## src/rtl/core_pkg.sv

```systemverilog
// Shared core definitions: hazard FSM state encoding and architectural constants.
package core_pkg;

   typedef enum logic [1:0] {
      RUN      = 2'd0,
      MEM_WAIT = 2'd1,
      REDIRECT = 2'd2
   } hazard_state_e;

   // x0 is hard-wired zero, so it never creates a true dependency
   localparam logic [4:0] REG_X0 = 5'd0;

   localparam int unsigned PERF_W = 32;

endpackage

```

## src/rtl/hazard_perf_counters.sv

```systemverilog
// Bank of saturating event counters; each lane counts cycles its increment is high.
module hazard_perf_counters
   import core_pkg::*;
#(
   parameter int unsigned N = 3
) (
   input  logic                       clk,
   input  logic                       rstn,
   input  logic [N-1:0]               inc_i,
   output logic [N-1:0][PERF_W-1:0]   cnt_o
);

   logic [N-1:0][PERF_W-1:0] cnt_q, cnt_d;

   // Next count: hold at all-ones once saturated
   always_comb begin
      cnt_d = cnt_q;
      for (int i = 0; i < int'(N); i++) begin
         if (inc_i[i] && (cnt_q[i] != {PERF_W{1'b1}})) cnt_d[i] = cnt_q[i] + 1'b1;
      end
   end

   // Counter registers, cleared by reset
   always_ff @(posedge clk or negedge rstn) begin
      if (!rstn) cnt_q <= '0;
      else       cnt_q <= cnt_d;
   end

   assign cnt_o = cnt_q;

endmodule

```

## src/rtl/hazard_controller.sv

```systemverilog
// Pipeline stall/flush sequencer for the 5-stage core.
// Optional build macro HAZARD_PERF_CNT_EN adds three 32-bit saturating event counters.
module hazard_controller
   import core_pkg::*;
#(
   parameter int unsigned REDIRECT_BUBBLES = 1   // 0..7
) (
   input  logic       clk,
   input  logic       rstn,
   input  logic [4:0] id_rs1,
   input  logic [4:0] id_rs2,
   input  logic       id_uses_rs1,
   input  logic       id_uses_rs2,
   input  logic [4:0] ex_rd,
   input  logic       ex_mem_read,
   input  logic       ex_reg_write,
   input  logic       ex_redirect,
   input  logic       dmem_req,
   input  logic       dmem_ready,
   output logic       pc_en,
   output logic       if_id_en,
   output logic       if_id_flush,
   output logic       id_ex_en,
   output logic       id_ex_flush,
   output logic       ex_mem_en,
   output logic       mem_wb_bubble,
   output logic [1:0] state_o
`ifdef HAZARD_PERF_CNT_EN
   ,
   output logic [31:0] perf_load_use_cnt,
   output logic [31:0] perf_mem_wait_cnt,
   output logic [31:0] perf_flush_cnt
`endif
);

   hazard_state_e state_q, state_d;
   logic [2:0]    cnt_q, cnt_d;
   logic          mem_stall, load_use;
   logic          lu_act, mw_act;

   assign mem_stall = dmem_req & ~dmem_ready;
   assign load_use  = ex_mem_read & ex_reg_write & (ex_rd != REG_X0) &
                      ((id_uses_rs1 & (id_rs1 == ex_rd)) | (id_uses_rs2 & (id_rs2 == ex_rd)));

   // Next state and stage controls; priority mem_stall > ex_redirect > load_use
   always_comb begin
      pc_en         = 1'b1;
      if_id_en      = 1'b1;
      if_id_flush   = 1'b0;
      id_ex_en      = 1'b1;
      id_ex_flush   = 1'b0;
      ex_mem_en     = 1'b1;
      mem_wb_bubble = 1'b0;
      lu_act        = 1'b0;
      mw_act        = 1'b0;
      state_d       = state_q;
      cnt_d         = cnt_q;

      if (mem_stall) begin
         // Freeze everything up to EX; a redirect in EX is re-presented later.
         // The bubble counter is held so an interrupted redirect resumes.
         pc_en         = 1'b0;
         if_id_en      = 1'b0;
         id_ex_en      = 1'b0;
         ex_mem_en     = 1'b0;
         mem_wb_bubble = 1'b1;
         mw_act        = 1'b1;
         state_d       = MEM_WAIT;
      end else if (ex_redirect) begin
         // ID holds a wrong-path instruction, so any load-use there is moot
         if_id_flush = 1'b1;
         id_ex_flush = 1'b1;
         cnt_d       = 3'(REDIRECT_BUBBLES);
         state_d     = (REDIRECT_BUBBLES > 0) ? REDIRECT : RUN;
      end else begin
         unique case (state_q)
            REDIRECT: begin
               if_id_flush = 1'b1;
               cnt_d       = (cnt_q != 3'd0) ? cnt_q - 3'd1 : 3'd0;
               state_d     = (cnt_q <= 3'd1) ? RUN : REDIRECT;
            end
            default: begin
               // RUN, the release cycle of MEM_WAIT, and the unused encoding.
               // A nonzero counter means the stall interrupted a redirect.
               state_d = ((state_q == MEM_WAIT) && (cnt_q != 3'd0)) ? REDIRECT : RUN;
               if (load_use) begin
                  pc_en       = 1'b0;
                  if_id_en    = 1'b0;
                  id_ex_flush = 1'b1;
                  lu_act      = 1'b1;
               end
            end
         endcase
      end

      // Reset forces safe controls immediately, independent of the clock
      if (!rstn) begin
         pc_en         = 1'b0;
         if_id_en      = 1'b0;
         if_id_flush   = 1'b1;
         id_ex_en      = 1'b0;
         id_ex_flush   = 1'b1;
         ex_mem_en     = 1'b0;
         mem_wb_bubble = 1'b1;
         lu_act        = 1'b0;
         mw_act        = 1'b0;
      end
   end

   // FSM state and redirect bubble counter
   always_ff @(posedge clk or negedge rstn) begin
      if (!rstn) begin
         state_q <= RUN;
         cnt_q   <= 3'd0;
      end else begin
         state_q <= state_d;
         cnt_q   <= cnt_d;
      end
   end

   assign state_o = state_q;

`ifdef HAZARD_PERF_CNT_EN
   logic [2:0][PERF_W-1:0] perf_cnt;

   hazard_perf_counters #(.N(3)) u_perf (
      .clk   (clk),
      .rstn  (rstn),
      .inc_i ({if_id_flush & rstn, mw_act, lu_act}),
      .cnt_o (perf_cnt)
   );

   assign perf_load_use_cnt = perf_cnt[0];
   assign perf_mem_wait_cnt = perf_cnt[1];
   assign perf_flush_cnt    = perf_cnt[2];
`endif

endmodule
```

## config.mk

```make
export PLATFORM = sky130hd
export DESIGN_NAME = hazard_controller
export DESIGN_NICKNAME = d
export VERILOG_FILES = /design/src/rtl/core_pkg.sv /design/src/rtl/hazard_perf_counters.sv /design/src/rtl/hazard_controller.sv
export SDC_FILE = /design/constraint.sdc
export NUM_CORES = 1
export LEC_CHECK = 0
export ABC_CLOCK_PERIOD_IN_PS = 3300
export BUFFER_PORTS_ARGS = -buffer_cell sky130_fd_sc_hd__buf_2
export CAP_MARGIN = 25
export CORE_AREA = 2 2 39 41
export CTS_BUF_LIST = sky130_fd_sc_hd__clkbuf_8
export DETAILED_ROUTE_END_ITERATION = 6
export DIE_AREA = 0 0 41 43
export PLACE_DENSITY = 0.76
export REMOVE_ABC_BUFFERS = 1
export SLEW_MARGIN = 10
export SYNTH_ARGS = -nofsm -noshare
export SYNTH_HDL_FRONTEND = slang
export SYNTH_SLANG_ARGS = --single-unit
```

## constraint.sdc

```tcl
create_clock -name clk -period 3.3 [get_ports clk]
set_input_delay 0.66 -clock clk [delete_from_list [all_inputs] [get_ports clk]]
set_output_delay 0.66 -clock clk [all_outputs]
set_load 0.01 [all_outputs]
```

==> results.sh, run 1 <==
export IMPL_timing_final_max_slew_violations=0
export IMPL_grt_max_degree=9
export IMPL_rows=14
export IMPL_ctsHoldBuffers=0
export IMPL_hold_violations=0
export IMPL_syn_avg_cell_area_sq_um=8.41
export IMPL_r2r_end="cnt_q[1]$_DFFE_PN0P_"
export IMPL_drt_wirelength_per_cell_microns=11.0
export IMPL_rr_worst_depth=4
export IMPL_fp_dieH_microns=43
export IMPL_die_w_microns=41
export IMPL_yosysSeqAreaShare_pct=27.5
export IMPL_muxShareOfSynthArea_pct=0
export IMPL_path_buf_inv=2
export IMPL_r2r_start="state_o[1]$_DFF_PN0_"
export IMPL_drt_initial_drc_count=2
export IMPL_cp_start_kind="input port"
export IMPL_power_static_leakage_uw=0.000343
export IMPL_worstPathCellList="buf_2, xor2_1, nor4_2, a32oi_1, o311ai_1, buf_2"
export IMPL_rsz0062_at_grt="false"
export IMPL_io_buffers=32
export IMPL_overflow=0
export IMPL_critPathKind="input port to output pin"
export IMPL_area_delta_synth_final_pct=46.3
export IMPL_grt_pass1_vias=473
export IMPL_cts_buffer_depth=2
export IMPL_antenna_found_initial=0
export IMPL_synth_area_sq_um=454
export IMPL_place_detailed_hpwl_microns=922
export IMPL_vias=499
export IMPL_worst_path_max_delay_cell="o311ai_1"
export IMPL_drt_antenna_violating_nets=0
export IMPL_clock_sinks=5
export IMPL_ctsResizeCount=0
export IMPL_fin_nets=115
export IMPL_setup_viol=0
export IMPL_synth_simple_area_share_pct=24.0
export IMPL_synthAdderAreaFrac_pct=5.51
export IMPL_start_util_pct=32.8
export IMPL_worstPathArrival_ns=1.84
export IMPL_cts_buffers=3
export IMPL_grt_pass1_wl_microns=1700
export IMPL_dr_pass1_iters=3
export IMPL_end_kind="output pin"
export IMPL_synth_compound_area_share_pct=17.1
export IMPL_ys_types=23
export IMPL_ys_seq_elements=5
export IMPL_maxCapViolCount=0
export IMPL_viasPerCell=4.80
export IMPL_final_setup_tns_ns=0
export IMPL_cts_tree="done"
export IMPL_die_area_sq_um=1760
export IMPL_max_stage_delay_ns=0.28
export IMPL_cts_root_buf="clkbuf_8"
export IMPL_final_period_utilization_pct=75.9
export IMPL_required_ns=2.64
export IMPL_period_needed_ns=2.50
export IMPL_io_pins=33
export IMPL_insertion_delay_ns=0.22
export IMPL_antenna_cells=0
export IMPL_post_cts_buffers=0
export IMPL_peakVddDrop_v=0.000239
export IMPL_yosysWarningCount=0
export IMPL_crit_fanout=3
export IMPL_min_delay_path_class="input port to async pin"
export IMPL_max_slew_margin_rel_pct=70.0
export IMPL_synth_xor_area_share_pct=19.3
export IMPL_netlist_instances=54
export IMPL_crit_family="compound AO/OA/AOI/OAI gates"
export IMPL_timing_critical_path_mode_cell="buf_2"
export IMPL_cts_htree_levels=1
export IMPL_routed_wl_microns=1150
export IMPL_power_density_nw_per_um2=368
export IMPL_layout_drive_gt1_share_pct=43.2
export IMPL_synth_top_family_by_area="simple AND/OR/NAND/NOR gates"
export IMPL_clk_pin_slew_ns=0.03
export IMPL_drc=0
export IMPL_gp_congestion=0.698
export IMPL_tightest_slew_ns=0.448
export IMPL_core_area_sq_um=1380
export IMPL_status="complete, no violations"
export IMPL_fmax_mhz=399
export IMPL_grt_usage_pct=14.0
export IMPL_reg2reg_slack_ns=2.07
export IMPL_fin_skew_ns=0.000254
export IMPL_utilization_pct=48.0
synth_stat cells:
cell | instances | area [sq um]
a211oi_1 | 1 | 7.51
xor2_1 | 8 | 70.1
o31a_1 | 1 | 8.76
o21ai_1 | 2 | 10.0
nor4_2 | 1 | 12.5
inv_1 | 3 | 11.3
nor2_1 | 7 | 26.3
inv_2 | 1 | 3.75
and2_0 | 1 | 6.26
o41ai_1 | 1 | 8.76
o21ai_0 | 2 | 10.0
nand2b_1 | 3 | 18.8
o311ai_1 | 1 | 8.76
nor2b_1 | 2 | 12.5
nand2_1 | 5 | 18.8
xnor2_1 | 2 | 17.5
nor4_1 | 1 | 6.26
ha_1 | 2 | 25.0
o2111ai_2 | 1 | 15.0
buf_4 | 2 | 15.0
a32oi_1 | 1 | 8.76
or4_1 | 1 | 7.51
dfrtp_1 | 5 | 125
report_power, final:
part           internal (uW)  switching [uW]
Combinational           30.9            35.2
Clock                   79.7            29.3
Sequential              65.7            3.99
how the worst max path moves through the flow:
stage / from / cells after the start / to / slack (ns)
CTS: ex_rd[3] / 6 / id_ex_flush / 0.79
floorplan: ex_rd[1] / 3 / if_id_en / 1.01
global route: ex_rd[3] / 6 / id_ex_flush / 0.72
finish: ex_rd[2] / 6 / id_ex_flush / 0.80
detailed placement: ex_rd[3] / 6 / id_ex_flush / 0.79
global placement: ex_rd[3] / 6 / id_ex_flush / 0.80
layer usage:
metal	share of wire (%)	track usage, %	up-vias	routed length (microns)
li1	-	-	251	-
met1	43	14.7	215	490
met2	43	24.7	31	492
met3	14	3.14	2	157
met4	0.70	6.00	0	8
met5	0	0	-	0
area by class of cell:
| type | count | area [sq um] |
|---|---|---|
| Clock buffer | 3 | 41.3 |
| Clock inverter | 1 | 3.75 |
| Fill cell | 137 | 719 |
| Inverter | 4 | 15.0 |
| Multi-Input combinational cell | 43 | 299 |
| Sequential cell | 5 | 125 |
| Tap cell | 16 | 20.0 |
| Timing Repair Buffer | 32 | 160 |
cell usage in the layout (no fill, tap or decap):
cell type	n
o311ai_1	1
nand2_1	5
o21ai_0	2
a211oi_1	1
and2_0	1
xor2_1	8
inv_1	4
nor4_2	1
nor2_1	7
nand2b_1	3
o41ai_1	1
clkbuf_8	3
nor2b_1	2
or4_1	1
o21ai_1	2
buf_2	32
ha_1	2
o31a_1	1
dfrtp_1	5
xnor2_1	2
inv_2	1
nor4_1	1
a32oi_1	1
o2111ai_2	1
cells by family (layout without fill, tap and decap cells):
kind of cell	Yosys count	after routing
compound gates	10	10
buf+inv	6	40
fa+ha+maj	2	2
flops	5	5
simple gates	21	21
xor+xnor	10	10
per-stage QoR:
stage | instance area [sq um] | setup WS, ns | cells | total power (uW) | hold WS [ns]
CTS | 664 | 0.791 | 104 | 249 | 0.272
global placement | 619 | 0.801 | 100 | 135 | 0.504
finish | 664 | 0.796 | 104 | 245 | 0.273
detailed placement | 619 | 0.790 | 100 | 137 | 0.505
global route | 664 | 0.715 | 104 | 263 | 0.277
floorplan | 439 | 1.01 | 52 | 105 | 0.364
sequential cells by signal, summed over array words and instances, names as in the netlist:
| register | flops |
|---|---|
| cnt_q | 3 |
| state_o | 2 |
worst register-to-register path: stages (launching register included):
cell and delay [ns]:
dfrtp_1 0.41, nor2b_1 0.14, o21ai_1 0.37, o21ai_1 0.13
o41ai_1 0.07
No activity file was read; power rests on OpenSTA's default activity.
==> run 2, diff against run 1 <==
ABC_AREA = 1   (was unset)
ABC_CLOCK_PERIOD_IN_PS = 2500   (was 3300)
PLACE_DENSITY = 0.84   (was 0.76)
clock period = 2.5 ns   (was 3.3 ns; I/O delays follow)
==> results.sh, run 2 <==
export IMPL_status="complete, no violations"
export IMPL_rsz0062_at_grt="false"
export IMPL_hold_violations=0
export IMPL_yosys_area_top_type="nand2_1"
export IMPL_synth_simple_area_share_pct=42.2
export IMPL_grt_max_degree=9
export IMPL_fin_nets=162
export IMPL_path_buf_inv=4
export IMPL_cts_root_buf="clkbuf_8"
export IMPL_cp_start_kind="input port"
export IMPL_final_setup_tns_ns=0
export IMPL_r2r_start="state_o[0]$_DFF_PN0_"
export IMPL_timing_final_max_slew_violations=0
export IMPL_cts_htree_levels=1
export IMPL_cts_tree="done"
export IMPL_end_kind="output pin"
export IMPL_peakVddDrop_v=0.000428
export IMPL_cts_buffers=3
export IMPL_drt_met1_wl_microns=493
export IMPL_io_pins=33
export IMPL_die_area_sq_um=1760
export IMPL_clk_pin_slew_ns=0.03
export IMPL_clock_sinks=5
export IMPL_tightest_slew_ns=0.189
export IMPL_drc=0
export IMPL_synth_area_sq_um=552
export IMPL_post_cts_buffers=0
export IMPL_crit_fanout=4
export IMPL_top_register="cnt_q"
export IMPL_wl_met2_microns=635
export IMPL_worstPathCellList="buf_2, inv_1, nor2_1, nor2_2, nand3_1, nand2_1, nand2_1, o21bai_1, inv_1, buf_2"
export IMPL_vias=686
export IMPL_layout_drive_gt1_share_pct=33.3
export IMPL_ys_types=16
export IMPL_critPathKind="input port to output pin"
export IMPL_power_static_leakage_uw=0.000512
export IMPL_fmax_mhz=532
export IMPL_maxCapViolCount=0
export IMPL_netlist_instances=101
export IMPL_syn_avg_cell_area_sq_um=5.46
export IMPL_core_area_sq_um=1380
export IMPL_synth_edf_count=0
export IMPL_overflow=0
export IMPL_netlist_area_leader_share_pct=24.5
export IMPL_viasPerCell=4.54
export IMPL_min_delay_path_class="input port to async pin"
export IMPL_dp_slack_ns=0.595
export IMPL_crit_family="buffers and inverters"
export IMPL_grt_pass1_wl_microns=2130
export IMPL_rr_worst_depth=6
export IMPL_wl_met3_microns=77
export IMPL_synthTopCellsByCount="nand2_1, inv_1, nor2_1, dfrtp_1"
export IMPL_mostFrequentLayoutCells="nand2_1, buf_2, inv_1"
export IMPL_drt_initial_drc_count=4
export IMPL_worstPathArrival_ns=1.38
export IMPL_gp_congestion=0.727
export IMPL_synth_compound_area_share_pct=9.52
export IMPL_drt_wirelength_per_cell_microns=8.24
export IMPL_area_delta_synth_final_pct=38.1
export IMPL_period_needed_ns=1.88
export IMPL_synth_top_family_by_area="simple AND/OR/NAND/NOR gates"
export IMPL_r2r_end="cnt_q[0]$_DFFE_PN0P_"
export IMPL_yosysSeqAreaShare_pct=22.7
export IMPL_antenna_found_initial=0
export IMPL_yosysWarningCount=0
export IMPL_synthTopCellsByArea="nand2_1, dfrtp_1, inv_1, nor2_1, ha_1"
export IMPL_stdcell_count=151
export IMPL_synthAdderAreaFrac_pct=4.54
export IMPL_io_buffers=32
export IMPL_largest_register_ffs=3
export IMPL_die_w_microns=41
export IMPL_worst_path_max_delay_cell="o21bai_1"
export IMPL_grt_usage_pct=17.7
export IMPL_ys_seq_elements=5
export IMPL_setup_ws_ns=0.619
export IMPL_ctsResizeCount=0
export IMPL_placed_cells=147
export IMPL_final_common_cell="nand2_1"
export IMPL_synth_xor_area_share_pct=0
export IMPL_power_density_nw_per_um2=437
export IMPL_fillers=143
export IMPL_fin_skew_ns=0.00107
export IMPL_antenna_cells=0
export IMPL_crit_start="ex_rd[2]"
export IMPL_start_util_pct=39.9
export IMPL_cts_buffer_depth=2
export IMPL_max_stage_delay_ns=0.13
export IMPL_muxShareOfSynthArea_pct=0
export IMPL_rows=14
export IMPL_ctsHoldBuffers=0
export IMPL_grt_pass1_vias=634
export IMPL_final_period_utilization_pct=75.2
export IMPL_insertion_delay_ns=0.22
export IMPL_required_ns=2.00
export IMPL_place_detailed_hpwl_microns=1090
export IMPL_highest_layer="met4"
export IMPL_fp_dieH_microns=43
export IMPL_max_slew_margin_rel_pct=87.4
export IMPL_dr_pass1_iters=4
export IMPL_power_total_uw=333
export IMPL_routed_wl_microns=1240
export IMPL_synthArstFlopShare_pct=100
export IMPL_drt_antenna_violating_nets=0
export IMPL_reg2reg_slack_ns=1.32
export IMPL_setup_viol=0
export IMPL_synth_most_common_cell="nand2_1"
export IMPL_ys_flop_type="dfrtp_1"
[run 2: changes by cell type after synthesis, sizes merged, moves of 2 or more]
cell / delta
a21oi: +4
inv: +23
nand2: +32
nand2b: -3
nand3: +4
nand4: +2
nor2: +6
nor2b: -2
nor4: -2
xnor2: -2
xor2: -8
[run 2: power breakdown]
part	leakage, uW	switching (uW)	internal (uW)	total (uW)
logic	0.000422	56.4	40.8	97.2
clock network	0.0000269	39.8	105	145
registers	0.0000637	3.86	86.9	90.8
total	0.000512	100	233	333
[run 2: worst register-to-register path, stage by stage, from the launching register on]
cell,delay [ns]
dfrtp_1,0.38
nor2_1,0.15
inv_1,0.08
a21oi_2,0.19
nand2_1,0.09
a21oi_1,0.12
a21oi_1,0.05
[run 2: worst max-delay path by stage]
stage                          end  cells past startpoint
after global routing         pc_en                     11
final                        pc_en                     10
after floorplan           if_id_en                      8
after CTS                    pc_en                     10
after global placement       pc_en                     10
after detailed placement     pc_en                     10
[run 2: layout make-up]
cell class	instances	area, sq um	area share [%]
multi-input combinational	67	310	40.7
clock buffer	3	41.3	5.42
clock inverter	1	3.75	0.493
timing repair buffer	32	160	21.0
sequential	5	125	16.4
tap	16	20.0	2.63
inverter	27	101	13.3
[run 2: logic make-up (layout without fill, tap and decap cells)]
kind of cell / after synthesis / in the layout
flip-flops: 5 / 5
adder cells (fa/ha/maj): 2 / 2
buffers and inverters: 29 / 63
AND/OR/NAND/NOR: 56 / 56
AO/OA/AOI/OAI: 9 / 9
[run 2: per-layer routing]
metal  vias to the layer above  track usage [%]
met5                         -                0
met1                       302             15.6
met2                        18             32.5
met4                         0             14.0
li1                        362                -
met3                         4             1.57
[run 2: through the flow]
stage	cell area, sq um	hold WS (ns)	util, %
floorplan	537	0.204	-
global placement	717	0.337	51.8
detailed placement	717	0.343	51.8
CTS	762	0.104	55.1
global route	762	0.116	55.1
finish	762	0.103	55.1
